`src/rtl/intctl_pkg.sv`:
```
// Shared constants for the 8085 interrupt controller: source codes, restart vectors,
// SIM bit positions and FSM state encoding.
package intctl_pkg;

    localparam logic [2:0] SRC_NONE = 3'd0;
    localparam logic [2:0] SRC_INTR = 3'd1;
    localparam logic [2:0] SRC_R55  = 3'd2;
    localparam logic [2:0] SRC_R65  = 3'd3;
    localparam logic [2:0] SRC_R75  = 3'd4;
    localparam logic [2:0] SRC_TRAP = 3'd5;

    localparam logic [15:0] VEC_TRAP = 16'h0024;
    localparam logic [15:0] VEC_R75  = 16'h003C;
    localparam logic [15:0] VEC_R65  = 16'h0034;
    localparam logic [15:0] VEC_R55  = 16'h002C;
    localparam logic [15:0] VEC_INTR = 16'h0000;

    localparam int SIM_SOD = 7;
    localparam int SIM_SDE = 6;
    localparam int SIM_R75 = 4;
    localparam int SIM_MSE = 3;

    localparam logic [0:0] ST_IDLE = 1'b0;
    localparam logic [0:0] ST_ACK  = 1'b1;

    function automatic logic [15:0] src_vec(input logic [2:0] src);
        case (src)
            SRC_TRAP: return VEC_TRAP;
            SRC_R75:  return VEC_R75;
            SRC_R65:  return VEC_R65;
            SRC_R55:  return VEC_R55;
            default:  return VEC_INTR;
        endcase
    endfunction

endpackage

```
`src/rtl/syncreg.sv`:
```
// Reset-cleared multi-stage flip-flop synchroniser for a bus of async pins.
// Latency STAGES cycles from pin to output; no flow control.
module syncreg #(
    parameter int WIDTH  = 6,
    parameter int STAGES = 2
) (
    input  logic             clock,
    input  logic             reset,
    input  logic [WIDTH-1:0] din,
    output logic [WIDTH-1:0] dout
);

    logic [WIDTH-1:0] chain [STAGES];

    always_ff @(posedge clock) begin
        if (reset) begin
            for (int i = 0; i < STAGES; i++) chain[i] <= '0;
        end else begin
            chain[0] <= din;
            for (int i = 1; i < STAGES; i++) chain[i] <= chain[i-1];
        end
    end

    assign dout = chain[STAGES-1];

endmodule

```
`src/rtl/intctl85.sv`:
```
// 8085 interrupt controller: pin sync, TRAP/7.5 latches, IE, SIM/RIM, fixed-priority grant.
// Grant outputs appear one cycle after chk and are held until inta_done retires them.
module intctl85
    import intctl_pkg::*;
#(
    parameter int SYNC_STAGES = 2
) (
    input  logic        clock,
    input  logic        reset,
    input  logic [4:0]  intpin,
    input  logic        sid,
    input  logic        chk,
    input  logic        ie_set,
    input  logic        ie_clr,
    input  logic        sim_wr,
    input  logic        rim_rd,
    input  logic [7:0]  acc,
    input  logic        inta_done,
    output logic        int_req,
    output logic [2:0]  int_src,
    output logic [15:0] int_vec,
    output logic        inta_cyc,
    output logic        wake,
    output logic [7:0]  rim_data,
    output logic        sod
);

    logic [5:0] sync;
    logic [4:0] pins;
    logic       sid_s;
    logic       trap_prev, r75_prev;
    logic       trap_pend, r75;
    logic       ie, ie_dly, ie_save, trap_flag;
    logic [2:0] mask;
    logic [0:0] state;
    logic [4:0] en;
    logic [2:0] gsrc;
    logic       grant, done;

    syncreg #(.WIDTH(6), .STAGES(SYNC_STAGES)) u_sync (
        .clock (clock),
        .reset (reset),
        .din   ({sid, intpin}),
        .dout  (sync)
    );

    assign pins  = sync[4:0];
    assign sid_s = sync[5];

    assign en = {trap_pend,
                 r75     & ie & ~mask[2],
                 pins[2] & ie & ~mask[1],
                 pins[1] & ie & ~mask[0],
                 pins[0] & ie};
    assign wake = |en;

    always_comb begin
        gsrc = SRC_NONE;
        if      (en[4]) gsrc = SRC_TRAP;
        else if (en[3]) gsrc = SRC_R75;
        else if (en[2]) gsrc = SRC_R65;
        else if (en[1]) gsrc = SRC_R55;
        else if (en[0]) gsrc = SRC_INTR;
    end

    assign grant = (state == ST_IDLE) && chk && (|en);
    assign done  = (state == ST_ACK) && inta_done;

    // RIM reports the pre-TRAP IE until software has read it once after the TRAP.
    assign rim_data = {sid_s, r75, pins[2], pins[1], trap_flag ? ie_save : ie, mask};

    always_ff @(posedge clock) begin
        if (reset) begin
            trap_prev <= 1'b0;
            r75_prev  <= 1'b0;
            trap_pend <= 1'b0;
            r75       <= 1'b0;
            ie        <= 1'b0;
            ie_dly    <= 1'b0;
            ie_save   <= 1'b0;
            trap_flag <= 1'b0;
            mask      <= 3'b111;
            sod       <= 1'b0;
            state     <= ST_IDLE;
            int_req   <= 1'b0;
            int_src   <= SRC_NONE;
            int_vec   <= 16'h0000;
            inta_cyc  <= 1'b0;
        end else begin
            trap_prev <= pins[4];
            r75_prev  <= pins[3];

            if (pins[4] && !trap_prev)
                trap_pend <= 1'b1;
            else if (!pins[4] || (done && int_src == SRC_TRAP))
                trap_pend <= 1'b0;

            // A fresh edge beats a simultaneous SIM reset or acknowledge.
            if (pins[3] && !r75_prev)
                r75 <= 1'b1;
            else if ((done && int_src == SRC_R75) || (sim_wr && acc[SIM_R75]))
                r75 <= 1'b0;

            if (chk && ie_dly) begin
                ie     <= 1'b1;
                ie_dly <= 1'b0;
            end
            if (ie_set)
                ie_dly <= 1'b1;
            if (ie_clr || grant) begin
                ie     <= 1'b0;
                ie_dly <= 1'b0;
            end

            if (grant && gsrc == SRC_TRAP) begin
                trap_flag <= 1'b1;
                ie_save   <= ie;
            end else if (rim_rd) begin
                trap_flag <= 1'b0;
            end

            if (sim_wr && acc[SIM_MSE]) mask <= acc[2:0];
            if (sim_wr && acc[SIM_SDE]) sod  <= acc[SIM_SOD];

            case (state)
                ST_IDLE: if (grant) begin
                    state    <= ST_ACK;
                    int_req  <= 1'b1;
                    int_src  <= gsrc;
                    int_vec  <= src_vec(gsrc);
                    inta_cyc <= (gsrc == SRC_INTR);
                end
                default: if (done) begin
                    state    <= ST_IDLE;
                    int_req  <= 1'b0;
                    int_src  <= SRC_NONE;
                    int_vec  <= 16'h0000;
                    inta_cyc <= 1'b0;
                end
            endcase
        end
    end

endmodule

```
`config.mk`:
```
export PLATFORM = sky130hd
export DESIGN_NAME = intctl85
export DESIGN_NICKNAME = d
export VERILOG_FILES = /design/src/rtl/intctl_pkg.sv /design/src/rtl/syncreg.sv /design/src/rtl/intctl85.sv
export SDC_FILE = /design/constraint.sdc
export NUM_CORES = 1
export LEC_CHECK = 0
export CORE_MARGIN = 2
export CORE_UTILIZATION = 46
export DETAILED_ROUTE_END_ITERATION = 6
export PLACE_DENSITY = 0.86
export RECOVER_POWER = 100
export SYNTH_ARGS = -nofsm -noshare
export SYNTH_HDL_FRONTEND = slang
export SYNTH_HIERARCHICAL = 1
export SYNTH_SLANG_ARGS = --single-unit
```
`constraint.sdc`:
```
create_clock -name clock -period 3.8 [get_ports clock]
set_input_delay 0.76 -clock clock [delete_from_list [all_inputs] [get_ports clock]]
set_output_delay 0.76 -clock clock [all_outputs]
set_load 0.05 [all_outputs]
```
==> results of run 1 <==
[worst max-delay path, stage by stage (launching register included)]
cell and delay, ns:
dfxtp_1 0.33, nor2b_1 0.26, o21ai_2 0.12, and2_1 0.21
nand2_1 0.07, dlygate4sd3_1 0.87
[final timing paths]
kind / slack, ns / startpoint / cells past startpoint / end
min reg2reg: 0.44 / trap_prev / 1 / trap_pend
max: 0.87 / u_sync/chain[0][8] / 5 / wake
min: 0.44 / trap_prev / 1 / trap_pend
max reg2reg: 2.16 / u_sync/chain[0][8] / 5 / int_src[0]
[kinds of logic (layout without fill, tap and decap cells)]
family | Yosys count | in the layout | synth area share (%)
buffers and inverters | 27 | 52 | 13.2
and+or+nand+nor | 52 | 52 | 23.4
DFF | 33 | 33 | 47.4
other | 1 | 12 | 0.269
muxes | 2 | 2 | 1.52
AOI/OAI and AO/OA | 26 | 26 | 14.3
[registers in the layout, summed over array words and instances, names as in the netlist, 3 cells and up]
name	cells
u_sync/chain	12
int_vec	3
mask	3
int_src	3
[cell type report]
cell class / count / area, µm²
clock inverters: 1 / 5.00
repair buffers: 40 / 394
well taps: 31 / 38.8
fillers: 241 / 1080
inverters: 4 / 15.0
flip-flops and latches: 33 / 661
multi-input cells: 92 / 572
clock buffers: 7 / 65.1
[layer usage]
metal / up-vias / share of wire [%] / global-route usage, %
li1: 515 / - / -
met1: 472 / 41 / 17.2
met5: - / 0 / 0
met2: 50 / 49 / 26.0
met3: 10 / 7.1 / 5.24
met4: 0 / 2.7 / 10.7
[power by group through the flow]
stage	clock (mW)	combinational, mW	sequential [mW]
after floorplan	0	0.0754	0.384
after global placement	0	0.111	0.371
after detailed placement	0	0.113	0.372
after CTS	0.227	0.113	0.364
after global routing	0.240	0.115	0.365
final	0.223	0.109	0.363
[Yosys cell counts]
master / n / area (µm²)
nand2b_1: 3 / 18.8
buf_4: 20 / 150
o2111ai_1: 1 / 8.76
o21ai_0: 1 / 5.00
and2_1: 1 / 6.26
a21oi_2: 1 / 8.76
buf_6: 1 / 11.3
a211o_1: 3 / 26.3
mux2i_1: 1 / 10.0
a32oi_1: 1 / 8.76
or2_2: 1 / 6.26
nor4_1: 2 / 12.5
a2111oi_0: 1 / 8.76
inv_1: 4 / 15.0
a21oi_1: 9 / 45.0
nor2b_2: 8 / 70.1
o221a_2: 1 / 11.3
a31oi_1: 1 / 6.26
nor2_1: 6 / 22.5
conb_1: 1 / 3.75
a21o_1: 2 / 15.0
nor3b_2: 1 / 12.5
nor2b_4: 2 / 27.5
a22o_1: 1 / 8.76
nor2b_1: 7 / 43.8
nor3b_1: 1 / 7.51
o21ai_2: 1 / 8.76
a31oi_4: 1 / 21.3
and3_1: 3 / 18.8
mux2_2: 1 / 11.3
nor3_1: 1 / 5.00
a21boi_0: 1 / 7.51
dfxtp_1: 33 / 661
clkbuf_1: 1 / 3.75
a31o_2: 1 / 8.76
and2b_2: 2 / 17.5
nand2_1: 10 / 37.5
nand3_1: 4 / 20.0
buf_1: 1 / 3.75
[metrics by stage]
step / cells / setup WS [ns] / total power [mW]
after floorplan: 152 / 1.51 / 0.459
after global placement: 200 / 1.30 / 0.482
after detailed placement: 200 / 1.28 / 0.485
after CTS: 208 / 0.891 / 0.704
after global routing: 208 / 0.741 / 0.721
final: 208 / 0.866 / 0.695
==> flow_metrics.tcl, run 1 <==
set metrics [dict create \
    yosys_warnings 6 \
    vias_per_cell 5.03 \
    die_w_um 59.1 \
    antenna_cells 0 \
    fin_worst_skew_ns 0.00863 \
    antenna_found_initial 0 \
    hold-worst-slack_ns 0.437 \
    clk_pin_slew_ns 0.10 \
    crit_path_start_kind "flip-flop" \
    post_route_cells_drive_above_1_share_pct 14.1 \
    finalSetupTns_ns 0 \
    ir_drop_v 0.000278 \
    leakagePower_nw 0.746 \
    clock.fmax_ghz 0.341 \
    gp_congestion 0.810 \
    end_kind "output pin" \
    hold_viol 0 \
    mostFrequentLayoutCell "dfxtp_1" \
    wl_per_cell_um 12.3 \
    max_cap_violations 0 \
    clkLatencyLatePin_ns 0.34 \
    finalSetupViolations 0 \
    ys_ff_latch 33 \
    root_buffer "clkbuf_4" \
    worst_pin_slew_ns 0.827 \
    via_count 1047 \
    pwr-share-comb_pct 15.6 \
    grt_usage_pct 15.8 \
    syn_inst 141 \
    avgSynthCellArea_um2 9.89 \
    rows 19 \
    slew_headroom_pct 44.8 \
    postRouteAntennaNets 0 \
    synth.distinct_cells 39 \
    core_area_um2 2830 \
    cts.repair.resized 0 \
    place_area_um2 1700 \
    htreeDepth 2 \
    seqPwrFrac_pct 52.3 \
    report.final.slew_viol_count 0 \
    fin_nets 198 \
    grt_max_degree 21 \
    dieHeight_um 59.1 \
    holdBufCountCts 0 \
    cp.required_ns 3.04 \
    initial_core_util_pct 49.3 \
    p_sw_uw 191 \
    layout_common_cells "33 x dfxtp_1, 22 x dlygate4sd3_1, 17 x clkdlybuf4s50_1" \
    port_buffers 39 \
    crit_arrival_ns 2.17 \
    finalWirelength_um 2560 \
    worstHoldPathType "reg -> reg" \
    finish.utilization_pct 61.9 \
    p_sw_share_pct 27.5 \
    final_cell_area_um2 1750 \
    p_clk_share_pct 32.1 \
    pin_count 53 \
    internal_power_uw 504 \
    crit_type "reg -> out" \
    syn_area_um2 1400 \
    drtIter0Drc 44 \
    grt_pass1_wl_um 4100 \
    overflow 0 \
    path_max_fanout 4 \
    fin_crit_ns 2.93 \
    cts_buffers 5 \
    drt-pass1-iter-count 4 \
    numClockSinks 33 \
    status "complete, no violations" \
    drc_errors 0 \
    cts_buffer_depth 2 \
    p_per_area_nw_per_um2 397 \
    dieArea_um2 3490 \
    cts_tree "built" \
    place_hpwl_um 1940 \
    grt_pass1_vias 1003 \
    post-route-period-util_pct 77.2 \
    postCtsSetupBuffers 0 \
    syn2layout_area_growth_pct 25.5 \
    yosysSeqAreaShare_pct 47.4 \
    rsz0062_at_grt "no" \
]
Note: power is estimated with default switching activity, not from simulation.
==> run 2, diff against run 1 <==
- CORE_UTILIZATION: 46 -> 43
- PLACE_DENSITY: 0.86 -> 0.81
- clock period: 3.8 -> 3 ns (I/O delays scaled with it)
==> run 2 against run 1 <==
Against the previous run:
- global-route usage is 1.5 points lower
- sequential power is 27% higher
- setup slack lost 0.63 ns
- die area rose by 6.5%
- flip-flop and latch count did not move
==> flow_metrics.tcl, run 2 (synthesized netlist as in run 1, its figures left out) <==
set metrics [dict create \
    num-fill-cells 290 \
    fin_worst_skew_ns 0.00149 \
    grt_usage_pct 14.3 \
    dieHeight_um 61.0 \
    largest_reg_flops 12 \
    regMostFlops "u_sync/chain" \
    seq_area_um2 661 \
    path_max_fanout 4 \
    dp.cells 213 \
    dieArea_um2 3720 \
    grt_pass1_wl_um 3820 \
    drtIter0Drc 37 \
    cts_buffer_depth 2 \
    numClockSinks 33 \
    place_area_um2 1720 \
    max_cap_violations 0 \
    worstSetupEndpoint "wake" \
    post_route_cells_drive_above_1_share_pct 14.1 \
    drt-pass1-iter-count 4 \
    status "complete, no violations" \
    rsz0062_at_grt "no" \
    postCtsSetupBuffers 0 \
    core_area_um2 3080 \
    via_count 1026 \
    fin_nets 198 \
    rows 20 \
    wl_per_cell_um 11.5 \
    root_buffer "clkbuf_4" \
    critPathLaunch "u_sync/chain[0][8]" \
    pin_count 53 \
    post-route-period-util_pct 92.1 \
    grt_pass1_vias 901 \
    finalWirelength_um 2540 \
    end_kind "output pin" \
    crit_arrival_ns 2.16 \
    clock.fmax_ghz 0.362 \
    multi_input_area_um2 572 \
    holdBufCountCts 0 \
    gp_congestion 0.798 \
    ir_drop_v 0.000300 \
    rrSetupSlack_ns 1.37 \
    clk_pin_slew_ns 0.10 \
    fin_crit_ns 2.76 \
    cts_tree "built" \
    crit_path_start_kind "flip-flop" \
    final_cell_area_um2 1770 \
    stdcell_count 221 \
    clkLatencyLatePin_ns 0.33 \
    hold_viol 0 \
    vias_per_cell 4.64 \
    layout_common_cells "33 x dfxtp_1, 22 x dlygate4sd3_1, 17 x clkdlybuf4s50_1" \
    p_per_area_nw_per_um2 497 \
    die_w_um 61.0 \
    worstHoldPathType "reg -> reg" \
    initial_core_util_pct 45.3 \
    rr_worst_depth 5 \
    antenna_found_initial 0 \
    crit_type "reg -> out" \
    cts.repair.resized 0 \
    cp.required_ns 2.40 \
    slew_headroom_pct 43.7 \
    htreeDepth 2 \
    cts_buffers 5 \
    overflow 0 \
    r2r-end "int_vec[3]" \
    finalSetupViolations 0 \
    whs_path_depth 1 \
    mostFrequentLayoutCell "dfxtp_1" \
    leakagePower_nw 0.746 \
    rr_startpoint "u_sync/chain[0][8]" \
    port_buffers 39 \
    report.final.slew_viol_count 0 \
    antenna_cells 0 \
    postRouteAntennaNets 0 \
    grt_max_degree 21 \
    drc_errors 0 \
    syn2layout_area_growth_pct 26.6 \
    finalSetupTns_ns 0 \
    worst_pin_slew_ns 0.844 \
]
[run 2: worst min path at each step]
stage              start         to
2_1_floorplan  trap_prev  trap_pend
3_3_place_gp   trap_prev  trap_pend
3_5_place_dp   trap_prev  trap_pend
4_1_cts        trap_prev  trap_pend
5_1_grt        trap_prev  trap_pend
6_report       trap_prev  trap_pend
[run 2: final cells by class]
| type | count | area share [%] |
|---|---|---|
| well taps | 44 | 3.12 |
| multi-input cells | 92 | 32.4 |
| flip-flops and latches | 33 | 37.4 |
| repair buffers | 40 | 22.3 |
| clock inverters | 1 | 0.283 |
| inverters | 4 | 0.850 |
| clock buffers | 7 | 3.68 |
[run 2: power by group]
group / internal (mW) / switching (mW)
Sequential: 0.453 / 0.00703
Combinational: 0.0488 / 0.0887
Clock: 0.136 / 0.145
Total: 0.638 / 0.241
[run 2: metal layers]
layer,up-vias,track usage [%],wire [µm]
met1,465,14.3,1070
met2,40,24.6,1200
met3,6,8.32,226
met5,-,0,0
li1,515,-,-
met4,0,5.59,34
[run 2: critical path, stage by stage (launching register included)]
cell           delay [ns]
dfxtp_1              0.33
nor2b_1              0.26
o21ai_2              0.11
and2_1               0.20
nand2_1              0.06
dlygate4sd3_1        0.87
[run 2: per-stage QoR]
stage	power [mW]	worst slack (ns)	hold WS, ns	util (%)
floorplan	0.582	0.866	0.393	-
global placement	0.611	0.652	0.397	55.9
detailed placement	0.614	0.624	0.419	55.9
CTS	0.891	0.242	0.439	58.2
global route	0.916	0.112	0.445	57.4
finish	0.878	0.237	0.432	57.4
==> run 3, diff against run 2 <==
- CORE_MARGIN: 2 -> 8
==> run 3 against run 2 <==
Against the previous run:
- cell count did not move
- setup slack better by 0.0073 ns
- critical path depth did not move
- critical endpoint unchanged
- via count is 1.5% higher
==> flow_metrics.tcl, run 3 (synthesized netlist as in run 1, its figures left out) <==
set metrics [dict create \
    slowest_stage "dlygate4sd3_1" \
    crit_path_start_kind "flip-flop" \
    layout_common_cells "33 x dfxtp_1, 22 x dlygate4sd3_1, 17 x clkdlybuf4s50_1" \
    ir_drop_v 0.000307 \
    antenna_cells 0 \
    drtIter0Drc 76 \
    post-route-period-util_pct 91.9 \
    report.final.slew_viol_count 0 \
    r2r-end "int_vec[4]" \
    postCtsSetupBuffers 0 \
    rr_worst_depth 5 \
    fin_crit_ns 2.76 \
    root_buffer "clkbuf_4" \
    wl_per_cell_um 13.1 \
    crit_arrival_ns 2.16 \
    overflow 0 \
    clock.fmax_ghz 0.363 \
    core_area_um2 3080 \
    via_count 1041 \
    drt-pass1-iter-count 4 \
    num-fill-cells 283 \
    crit_chain "nor2b_1 -> o21ai_2 -> and2_1 -> nand2_1 -> dlygate4sd3_1" \
    worst_slack_ns 0.244 \
    grt_max_degree 21 \
    stdcell_count 221 \
    antenna_found_initial 0 \
    vias_per_cell 4.71 \
    cp.required_ns 2.40 \
    die_w_um 73.0 \
    worst_pin_slew_ns 0.704 \
    cts_tree "built" \
    max_cap_violations 0 \
    rsz0062_at_grt "no" \
    port_buffers 39 \
    postRouteAntennaNets 0 \
    clkLatencyLatePin_ns 0.33 \
    worstHoldPathType "reg -> reg" \
    cts_buffer_depth 2 \
    mostFrequentLayoutCell "dfxtp_1" \
    initial_core_util_pct 45.3 \
    crit_type "reg -> out" \
    finalSetupViolations 0 \
    end_kind "output pin" \
    dieArea_um2 5320 \
    pin_count 53 \
    hold_viol 0 \
    rows 20 \
    finish.utilization_pct 57.0 \
    htreeDepth 2 \
    grt_pass1_wl_um 4770 \
    finalSetupTns_ns 0 \
    regMostFlops "u_sync/chain" \
    clk_pin_slew_ns 0.09 \
    dp.cells 214 \
    status "complete, no violations" \
    cts_buffers 5 \
    numClockSinks 33 \
    dieHeight_um 73.0 \
    drc_errors 0 \
    place_ws_ns 0.633 \
    rrSetupSlack_ns 1.38 \
    grt_usage_pct 11.6 \
    fin_worst_skew_ns 0.00284 \
    fin_nets 199 \
    cts.repair.resized 0 \
    gp_congestion 0.796 \
    max_stage_delay_ns 0.87 \
    leakagePower_nw 0.737 \
    min-delay-start "trap_prev" \
    whs_path_depth 1 \
    grt_pass1_vias 1076 \
    p_per_area_nw_per_um2 480 \
    path_max_fanout 4 \
    largest_reg_flops 12 \
    syn2layout_area_growth_pct 25.8 \
    slew_headroom_pct 52.9 \
    whs_endpoint "trap_pend" \
    finalWirelength_um 2900 \
    holdBufCountCts 0 \
    finalPower_uw 843 \
    place_hpwl_um 2310 \
    rr_startpoint "u_sync/chain[0][8]" \
    post_route_cells_drive_above_1_share_pct 13.0 \
]
run 3: cell count changes in the layout (fill, tap and decap cells not counted):
cell	delta
clkinv_2	-1
clkbuf_8	-1
clkbuf_1	+2
run 3: through the flow:
step / area (µm²) / hold slack [ns]
2_1_floorplan: 1440 / 0.393
3_3_place_gp: 1730 / 0.398
3_5_place_dp: 1730 / 0.416
4_1_cts: 1780 / 0.430
5_1_grt: 1760 / 0.467
6_report: 1760 / 0.429
run 3: how the worst max path moves through the flow:
stage                            start  endpoint  slack [ns]  cells past startpoint
floorplan                      mask[2]      wake        0.87                      4
CTS                 u_sync/chain[0][7]      wake        0.26                      5
detailed placement  u_sync/chain[0][7]      wake        0.63                      5
finish              u_sync/chain[0][8]      wake        0.24                      5
global route        u_sync/chain[0][7]      wake         0.1                      5
global placement    u_sync/chain[0][8]      wake        0.65                      5
run 3: worst max-delay path: cells and delay by family (launching register included):
kind                   cells  cell delay [ns]
and+or+nand+nor            3             0.52
AOI/OAI and AO/OA          1             0.11
DFF                        1             0.32
buffers and inverters      1             0.87
run 3: routing by layer:
layer  vias to the layer above  part of all wire [%]  track usage, %
met5                         -                     0               0
met4                         0                   1.7            6.00
met3                         6                    15            7.55
met2                        48                    45            18.8
met1                       470                    39            11.0
li1                        517                     -               -
run 3: layout make-up:
cell class              count  area, µm²  area share [%]
multi-input cells          92        572            32.6
inverters                   4       15.0           0.855
repair buffers             41        398            22.7
well taps                  44       55.1            3.14
clock buffers               7       55.1            3.14
flip-flops and latches     33        661            37.6
run 3: power breakdown:
| part | internal (mW) | leakage [nW] | switching (mW) | total [mW] |
|---|---|---|---|---|
| Clock | 0.110 | 0.0314 | 0.133 | 0.243 |
| Sequential | 0.453 | 0.270 | 0.00731 | 0.460 |
| Combinational | 0.0490 | 0.436 | 0.0901 | 0.139 |
| Total | 0.613 | 0.737 | 0.230 | 0.843 |
